===== src/rtl/preg_alloc_queue_pkg.sv =====
// Shared sizing, types and constants for the physical-register free queue.
package preg_alloc_queue_pkg;

    localparam int unsigned NUM_PREGS              = 64;
    localparam int unsigned NUM_AREGS              = 32;
    localparam int unsigned MAX_PREDICT_DEPTH      = 4;
    localparam int unsigned MAX_PREDICT_DEPTH_BITS = $clog2(MAX_PREDICT_DEPTH);
    localparam int unsigned PREG_W                 = $clog2(NUM_PREGS);
    localparam int unsigned NUM_INIT_FREE          = NUM_PREGS - NUM_AREGS;

    typedef logic [PREG_W-1:0]                 preg_t;
    // Ring pointer: low bits index the ring, MSB is the wrap bit.
    typedef logic [PREG_W:0]                   ptr_t;
    typedef logic [MAX_PREDICT_DEPTH_BITS-1:0] branch_tag_t;

endpackage


===== src/rtl/preg_alloc_queue_fl_ckpt_table.sv =====
// Per-branch snapshot table of the free-queue head pointer: one write port, one async read port.
module fl_ckpt_table
    import preg_alloc_queue_pkg::*;
(
    input  logic                              clk,
    input  logic                              reset_n,
    input  logic                              wr_en,
    input  logic [MAX_PREDICT_DEPTH_BITS-1:0] wr_idx,
    input  logic [PREG_W:0]                   wr_data,
    input  logic [MAX_PREDICT_DEPTH_BITS-1:0] rd_idx,
    output logic [PREG_W:0]                   rd_data
);

    ptr_t slot_q [MAX_PREDICT_DEPTH];

    always_ff @(posedge clk or negedge reset_n) begin
        if (!reset_n) begin
            for (int unsigned i = 0; i < MAX_PREDICT_DEPTH; i++) begin
                slot_q[i] <= '0;
            end
        end else if (wr_en) begin
            slot_q[wr_idx] <= wr_data;
        end
    end

    assign rd_data = slot_q[rd_idx];

endmodule


===== src/rtl/preg_alloc_queue.sv =====
// Circular free list of physical register IDs: 2-wide allocate, 2-wide release,
// with per-branch head checkpoints for single-cycle rollback.
module preg_alloc_queue
    import preg_alloc_queue_pkg::*;
(
    input  logic                              clk,
    input  logic                              reset_n,
    input  logic [1:0]                        alloc_count,
    output logic [PREG_W-1:0]                 preg1,
    output logic [PREG_W-1:0]                 preg2,
    output logic [PREG_W:0]                   num_free,
    input  logic [1:0]                        rel_count,
    input  logic [PREG_W-1:0]                 rel_preg1,
    input  logic [PREG_W-1:0]                 rel_preg2,
    input  logic                              ckpt_valid,
    input  logic [MAX_PREDICT_DEPTH_BITS-1:0] ckpt_tag,
    input  logic                              branch_shootdown,
    input  logic [MAX_PREDICT_DEPTH_BITS-1:0] shootdown_branch_tag,
    output logic                              overflow_err,
    output logic                              underflow_err
);

    localparam logic [PREG_W+1:0] RING_CAP = (PREG_W + 2)'(NUM_PREGS);

    preg_t ring_q [NUM_PREGS];
    ptr_t  head_q, head_d;
    ptr_t  tail_q, tail_d;
    ptr_t  num_free_q, num_free_d;
    logic  underflow_q, underflow_d;
    logic  overflow_q, overflow_d;

    logic              rel_ok;
    logic [PREG_W+1:0] free_sum;
    logic              ckpt_we;
    ptr_t              ckpt_rd;
    preg_t             head_idx, head_idx1, tail_idx, tail_idx1;

    assign head_idx  = head_q[PREG_W-1:0];
    assign head_idx1 = head_idx + preg_t'(1);
    assign tail_idx  = tail_q[PREG_W-1:0];
    assign tail_idx1 = tail_idx + preg_t'(1);

    always_comb begin
        head_d      = head_q;
        tail_d      = tail_q;
        underflow_d = underflow_q;
        overflow_d  = overflow_q;

        // Shootdown wins over allocation: the dequeue is discarded along with the wrong path.
        if (branch_shootdown) begin
            head_d = ckpt_rd;
        end else if (ptr_t'(alloc_count) <= num_free_q) begin
            head_d = head_q + ptr_t'(alloc_count);
        end else begin
            underflow_d = 1'b1;
        end

        free_sum = {1'b0, num_free_q} + {{PREG_W{1'b0}}, rel_count};
        rel_ok   = (free_sum <= RING_CAP);
        if (rel_count != 2'd0) begin
            if (rel_ok) begin
                tail_d = tail_q + ptr_t'(rel_count);
            end else begin
                overflow_d = 1'b1;
            end
        end

        num_free_d = tail_d - head_d;
        ckpt_we    = ckpt_valid && !branch_shootdown;
    end

    always_ff @(posedge clk or negedge reset_n) begin
        if (!reset_n) begin
            head_q      <= '0;
            tail_q      <= ptr_t'(NUM_INIT_FREE);
            num_free_q  <= ptr_t'(NUM_INIT_FREE);
            underflow_q <= 1'b0;
            overflow_q  <= 1'b0;
        end else begin
            head_q      <= head_d;
            tail_q      <= tail_d;
            num_free_q  <= num_free_d;
            underflow_q <= underflow_d;
            overflow_q  <= overflow_d;
        end
    end

    // Architectural pregs start mapped, so only the upper IDs seed the ring.
    always_ff @(posedge clk or negedge reset_n) begin
        if (!reset_n) begin
            for (int unsigned i = 0; i < NUM_PREGS; i++) begin
                ring_q[i] <= (i < NUM_INIT_FREE) ? preg_t'(NUM_AREGS + i) : '0;
            end
        end else if (rel_ok) begin
            if (rel_count != 2'd0) begin
                ring_q[tail_idx] <= rel_preg1;
            end
            if (rel_count[1]) begin
                ring_q[tail_idx1] <= rel_preg2;
            end
        end
    end

    fl_ckpt_table u_ckpt_table (
        .clk     (clk),
        .reset_n (reset_n),
        .wr_en   (ckpt_we),
        .wr_idx  (ckpt_tag),
        .wr_data (head_d),
        .rd_idx  (shootdown_branch_tag),
        .rd_data (ckpt_rd)
    );

    assign preg1         = ring_q[head_idx];
    assign preg2         = ring_q[head_idx1];
    assign num_free      = num_free_q;
    assign underflow_err = underflow_q;
    assign overflow_err  = overflow_q;

endmodule


===== config.mk =====
export PLATFORM = sky130hd
export DESIGN_NAME = preg_alloc_queue
export DESIGN_NICKNAME = d
export VERILOG_FILES = /design/src/rtl/preg_alloc_queue_pkg.sv /design/src/rtl/preg_alloc_queue_fl_ckpt_table.sv /design/src/rtl/preg_alloc_queue.sv
export SDC_FILE = /design/constraint.sdc
export NUM_CORES = 1
export LEC_CHECK = 0
export ABC_AREA = 1
export BUFFER_PORTS_ARGS = -buffer_cell sky130_fd_sc_hd__buf_2
export CELL_PAD_IN_SITES_DETAIL_PLACEMENT = 1
export CELL_PAD_IN_SITES_GLOBAL_PLACEMENT = 1
export CORE_ASPECT_RATIO = 1.2
export CORE_MARGIN = 5
export CORE_UTILIZATION = 40
export CTS_CLUSTER_DIAMETER = 80
export CTS_CLUSTER_SIZE = 30
export DETAILED_ROUTE_END_ITERATION = 12
export PLACE_DENSITY_LB_ADDON = 0.1
export SYNTH_ARGS = -nofsm -noshare
export SYNTH_HDL_FRONTEND = slang
export SYNTH_HIERARCHICAL = 1
export SYNTH_SLANG_ARGS = --single-unit

===== constraint.sdc =====
create_clock -name clk -period 4.9 [get_ports clk]
set_clock_uncertainty 0.05 [all_clocks]
set_input_delay 0.245 -clock clk [delete_from_list [all_inputs] [get_ports clk]]
set_output_delay 0.245 -clock clk [all_outputs]
set_load 0.005 [all_outputs]

======== Word-level counts from Yosys, hierarchy flattened ========
Index checks and enable logic that the tools add are counted.
operators by class
  add/sub/neg operators ................... 6
  $lt $le $gt $ge ......................... 11
  multiplexer cells ....................... 25
  bitwise logic cells ..................... 9
  reduce and logical (&&, ||, !) cells .... 8
operators by type and width
  kind                                                         count
  two-way mux 384 bit                                          3
  bitwise mux 384 bit                                          2
  binary-select mux 6 bit (select 6 bit)                       2
  demux 6 bit (select 6 bit)                                   2
  two-way mux 7 bit                                            7
  two-way mux 6 bit                                            6
  bitwise mux 28 bit                                           1
  >= comparator 7 bit (second input constant)                  4
  NOT 6 -> 7 bit                                               4
  adder 7 x 2 -> 7 bit                                         2
  binary-select mux 7 bit (select 2 bit)                       1
  demux 7 bit (select 2 bit)                                   1
  less-than comparator 7 x 1 -> 1 bit (second input constant)  2
  adder 6 x 1 -> 6 bit (second input constant)                 2
  adder 7 x 2 -> 8 bit                                         1
  <= comparator 8 x 7 -> 1 bit (second input constant)         1
  <= comparator 2 x 7 -> 1 bit                                 1
  subtractor 7 bit                                             1
  >= comparator 3 bit (second input constant)                  2
  NOT 2 -> 3 bit                                               2
  logical AND 1 bit                                            4
  AND reduction 2 bit                                          2
  less-than comparator 3 x 1 -> 1 bit (second input constant)  1
  NOT 1 bit                                                    3
  2 further kinds                                              2
storage, ports and cells
  register bits ........................... 435
  output and inout port bits .............. 21

======== Longest topological paths before layout ========
  depth after elaboration ................. 10
  gate-level depth with buffers ........... 26
  gate-level depth less buffers ........... 25

======== Hierarchy ========
Netlist, hierarchy kept.
modules (own cells, without submodules)
  module            times used  cells an instance  area each (um2)
  preg_alloc_queue  1           4259               29579.6
  fl_ckpt_table     1           208                1570.3

======== Worst setup path after synthesis ========
OpenSTA, ideal clock, no wires.
  kind .................................... register to register
  start point ............................. reg num_free_q[0], in the netlist num_free[0]
  end point ............................... reg num_free_q[6], in the netlist num_free[6]
  setup time .............................. 117 ps
  arrival ................................. 3349 ps
  data required time ...................... 4733 ps
  path slack .............................. 1385 ps
  stages on the path, launching flop included .. 26
  buffers on the path ..................... 1
  clock period less this slack ............ 3515 ps
  cell sequence ........................... dfrtp_1 > ha_1 > fa_1 > nor2_1 > nand2_1 > nand2_1 > nand3_1 > nand2_1 > nand2_1 > buf_2 > nor2_1 > inv_1 > o21ai_0 > ha_1 > inv_1 > fa_1 > nand3_1 > nand2_1 > nand2_1 > nand2_1 > a21oi_1 > inv_1 > nand3_1 > nand2_1 > nand2_1 > nand2_1
between the ends
  longest elaborated chain between the ends .. 5
  elaborated cells on any way between the ends .. 8
ends and longest elaborated chain
  element                       RTL line                text
  start: declaration            preg_alloc_queue.sv:28  ptr_t num_free_q, num_free_d;
  start signal: assignment      preg_alloc_queue.sv:76  num_free_q <= ptr_t'(NUM_INIT_FREE);
  start signal: assignment      preg_alloc_queue.sv:82  num_free_q <= num_free_d;
  adder 7 x 2 -> 8 bit          preg_alloc_queue.sv:58  free_sum = {1'b0, num_free_q} + {{PREG_W{1'b0}}, rel_count};
  <= comparator 8 x 7 -> 1 bit  preg_alloc_queue.sv:59  rel_ok = (free_sum <= RING_CAP);
  two-way mux 7 bit             preg_alloc_queue.sv:61  if (rel_ok) begin
  two-way mux 7 bit             preg_alloc_queue.sv:60  if (rel_count != 2'd0) begin
  subtractor 7 bit *            preg_alloc_queue.sv:68  num_free_d = tail_d - head_d;
  named net num_free_d[6]       preg_alloc_queue.sv:28
Mark *: on every way through the listed nets, which the timed path passes. The rest lies on a longest branch.
A chain may end at the register's enable or synchronous reset.

======== Worst setup path in the final report ========
  start point ............................. reg head_q[0]
  end point ............................... out preg1[0]
between the ends
  longest elaborated chain between the ends .. 4
ends and longest elaborated chain
  element                                                RTL line                 text
  start: declaration                                     preg_alloc_queue.sv:26   ptr_t head_q, head_d;
  start signal: assignment                               preg_alloc_queue.sv:74   head_q <= '0;
  start signal: assignment                               preg_alloc_queue.sv:80   head_q <= head_d;
  NOT 6 -> 7 bit (implied by the code)                   preg_alloc_queue.sv:114  assign preg1 = ring_q[head_idx];
  binary-select mux 6 bit (select 6 bit)                 preg_alloc_queue.sv:114
  two-way mux 6 bit (implied by the code) (2 in series)  preg_alloc_queue.sv:114
  end: declaration                                       preg_alloc_queue.sv:9    output logic [PREG_W-1:0] preg1,
Every way passes these cells. The select of a mux whose other input is x is not followed.

==> summary.txt <==
Place
  • PortBufs: 44
  • HPWL Detailed: 89,400 um
  • Routability cong.: 0.911

Critical path
  • Crit path top cell by count: nand3_1
  • Crit-path max cell delay: 620 ps
  • Worst Path Required: 4610 ps
  • Critical setup path kind: flip-flop to output pin
  • Kind of end point of the critical path: output pin
  • CP max-delay cell: buf_4
  • CP cell instances: buf_4 -> buf_4 -> a21oi_1 -> o21ai_0 -> nand3_1 -> nand3_1 -> nand3_1 -> nand3_1 -> nand3_1 -> buf_2
  • R2R Setup Slk: 970 ps
  • Critical path arrival: 3960 ps
  • CP Max Fanout: 71
  • Critical path launch point type: flip-flop

Timing
  • Final hold vios: 0
  • Unrepaired setup endpoints after global routing: no
  • Worst slew margin: 15.5%
  • FMAX: 235 MHz
  • Max-slew violations: 0
  • Hold_ws: 38.7 ps
  • Setup-failing EPs final: 0
  • Final Cycle Share: 86.8%
  • Crit path time final: 4250 ps
  • Setup TNS: 0 ps
  • Worst-Margin Slew: 1270 ps

Min path
  • Hold Crit Class: input port to flip-flop

Job
  • MaxCap Viol Count: 0

Clock tree
  • H-tree lvl count: 2
  • Clock Pin Slew Worst Setup and Hold Paths: 100 ps
  • Clock sinks: 435
  • Worst-skew pair later-pin latency: 590 ps
  • Clock root cell: clkbuf_16
  • CTS tree: built
  • Setup Fix Bufs, Post-CTS: 0
  • CTS Buffer Depth: 3
  • Cts bufs inserted: 36

Drt
  • Drt first-iter violations: 3,635
  • First-pass DRT Iterations: 5
  • Drt via density: 6.54
  • Detailed-route wire length: 145,000 um
  • Via Count: 34,500
  • # DRC: 0
  • Post-route ant nets: 0
  • Routed len/inst: 27.5 um

Global route
  • Grt peak-use layer: met2
  • Grt ovf: 0
  • Vias in the first global route: 33,700
  • Global Route Usage Sum: 33.2%
  • Largest net degree at the start of global routing: 203
  • Initial antenna violation count: 3
  • Met2 Usage GRT: 53.3%
  • Met3 Use GR: 4.43%
  • First-pass GRT wire length: 216,000 um
  • GR Util met1: 45.2%

Floorplan
  • Die ar.: 0.0836 mm2
  • Rows: 112
  • Chip width: 265 um
  • Core box area: 0.0775 mm2
  • I/O pins: 45
  • Die Ht: 316 um
  • Starting Density: 40.2%

Synth
  • Ys Warns: 6
  • Sequential share of the synthesized area: 35.4%
  • Syn Std Cell Area: 0.0311 mm2
  • Yosys reg bits: 435
  • Gate Count Post-Synth: 4,467
  • Syn_nets: 4,511
  • Synth cell types: 33
  • Synth Area per Inst: 6.97 um2

Final layout
  • Share of layout cells above drive strength 1: 9.10%
  • Fillers: 9,865
  • Layout area overhead: 6.53%
  • Register area: 0.0110 mm2
  • Ant. Diodes: 0
  • Multi-input logic area: 0.0170 mm2
  • NumNets Final: 4,256

Power and ir drop
  • Total Power: 23.9 mW
  • PwrDens: 721 mW/mm2
  • Static Leakage: 13.5 nW
  • Maximum vdd drop: 0.584 mV

Outcome
  • Status: finished clean
[synth_stat cells (all sizes together)]
master | count | share of area [%]
a21oi | 837 | 13
o21ai | 715 | 12
nand2 | 582 | 7.1
inv | 374 | 4.5
nand3 | 341 | 5.6
o211ai | 340 | 8.2
dfrtp | 321 | 26
clkbuf | 315 | 3.8
a31oi | 244 | 4.9
buf | 122 | 2.0
dfstp | 114 | 9.6
nor2 | 85 | 1.3
nand4 | 24 | 0.48
xor2 | 19 | 0.53
ha | 16 | 0.64
clkinv | 6 | 0.072
fa | 4 | 0.26
nor3 | 4 | 0.064
o21bai | 3 | 0.072
xnor2 | 1 | 0.052
[registers in the layout, summed over array words and instances (netlist names)]
signal and cells:
overflow_err 1, head_q 7, u_ckpt_table/slot_q 28, num_free 7, tail_q 7, underflow_err 1, ring_q 384
[critical path, delay by kind of cell (launching register included)]
| kind | cells | cell delay (ps) |
|---|---|---|
| buffers and inverters | 3 | 1410 |
| and+or+nand+nor | 5 | 960 |
| DFF | 1 | 590 |
| AOI/OAI and AO/OA | 2 | 310 |
[routing by layer]
layer  vias to the layer above  wire (um)
met3                       350      10000
li1                      15400          -
met5                         -         25
met4                         4       7540
met1                     17300      61300
met2                      1379      66100
[path summary, 6_finish.rpt]
kind | cells after the start | end | startpoint
worst max-delay path | 10 | preg1[0] | head_q[0]
min in group asynchronous | 2 | ring_q[235] | reset_n
max in group asynchronous | 3 | ring_q[16] | reset_n
worst min-delay path | 5 | u_ckpt_table/slot_q[20] | ckpt_valid
worst min register to register | 2 | u_ckpt_table/slot_q[8] | u_ckpt_table/slot_q[8]
worst max register to register | 24 | num_free[6] | num_free[0]
[kinds of logic after synthesis]
| kind of cell | synth area share [%] |
|---|---|
| XOR/XNOR | 0.586 |
| AO/OA/AOI/OAI | 38.2 |
| adder cells (fa/ha/maj) | 0.900 |
| flip-flops | 35.4 |
| buffers and inverters | 10.4 |
| AND/OR/NAND/NOR | 14.5 |
[report_power, final]
group	internal, mW	switching (mW)	total (mW)
sequential	5.34	1.23	6.57
combinational	4.04	9.93	14.0
clock	1.64	1.73	3.37
total	11.0	12.9	23.9
[cells in the final DEF, fill, tap and decap left out, types with 8 or more instances in the layout]
master and count:
o211ai_1 340, nor2_2 11, nor2_4 15, dfstp_2 114
inv_2 10, buf_2 37, inv_1 362, buf_4 89
xor2_1 17, nand2_2 10, ha_1 15, nand2_1 571
nor2_1 58, o21ai_0 703, inv_8 8, clkbuf_16 37
a31oi_1 244, a21oi_1 836, nand3_1 336, buf_12 12
dfrtp_1 319, nand4_1 24
[timing repair]
item,4_1_cts,5_1_grt
endpoints found under the hold margin,82,0
hold buffers,5,0
gates resized for setup,0,0
[metrics by stage]
step                      std cells  instance area, um2  utilization, %  worst slack [ps]
final                          5266               33200            42.8               649
after global routing           5266               33200            42.8               566
after CTS                      5266               33200            42.8               730
after detailed placement       5195               31900            41.1              1020
after global placement         5195               31900            41.1              1100
after floorplan                4467               31100               -              1380
[final cells by class]
class                      count  area share, %
clock buffer                  41           2.87
clock inverter                25          0.924
inverter                     380           4.34
multi-input combinational   3215           51.3
sequential                   435           33.3
tap                         1026           3.87
timing repair buffer         144           3.49
(Power assumes the default switching activity.)
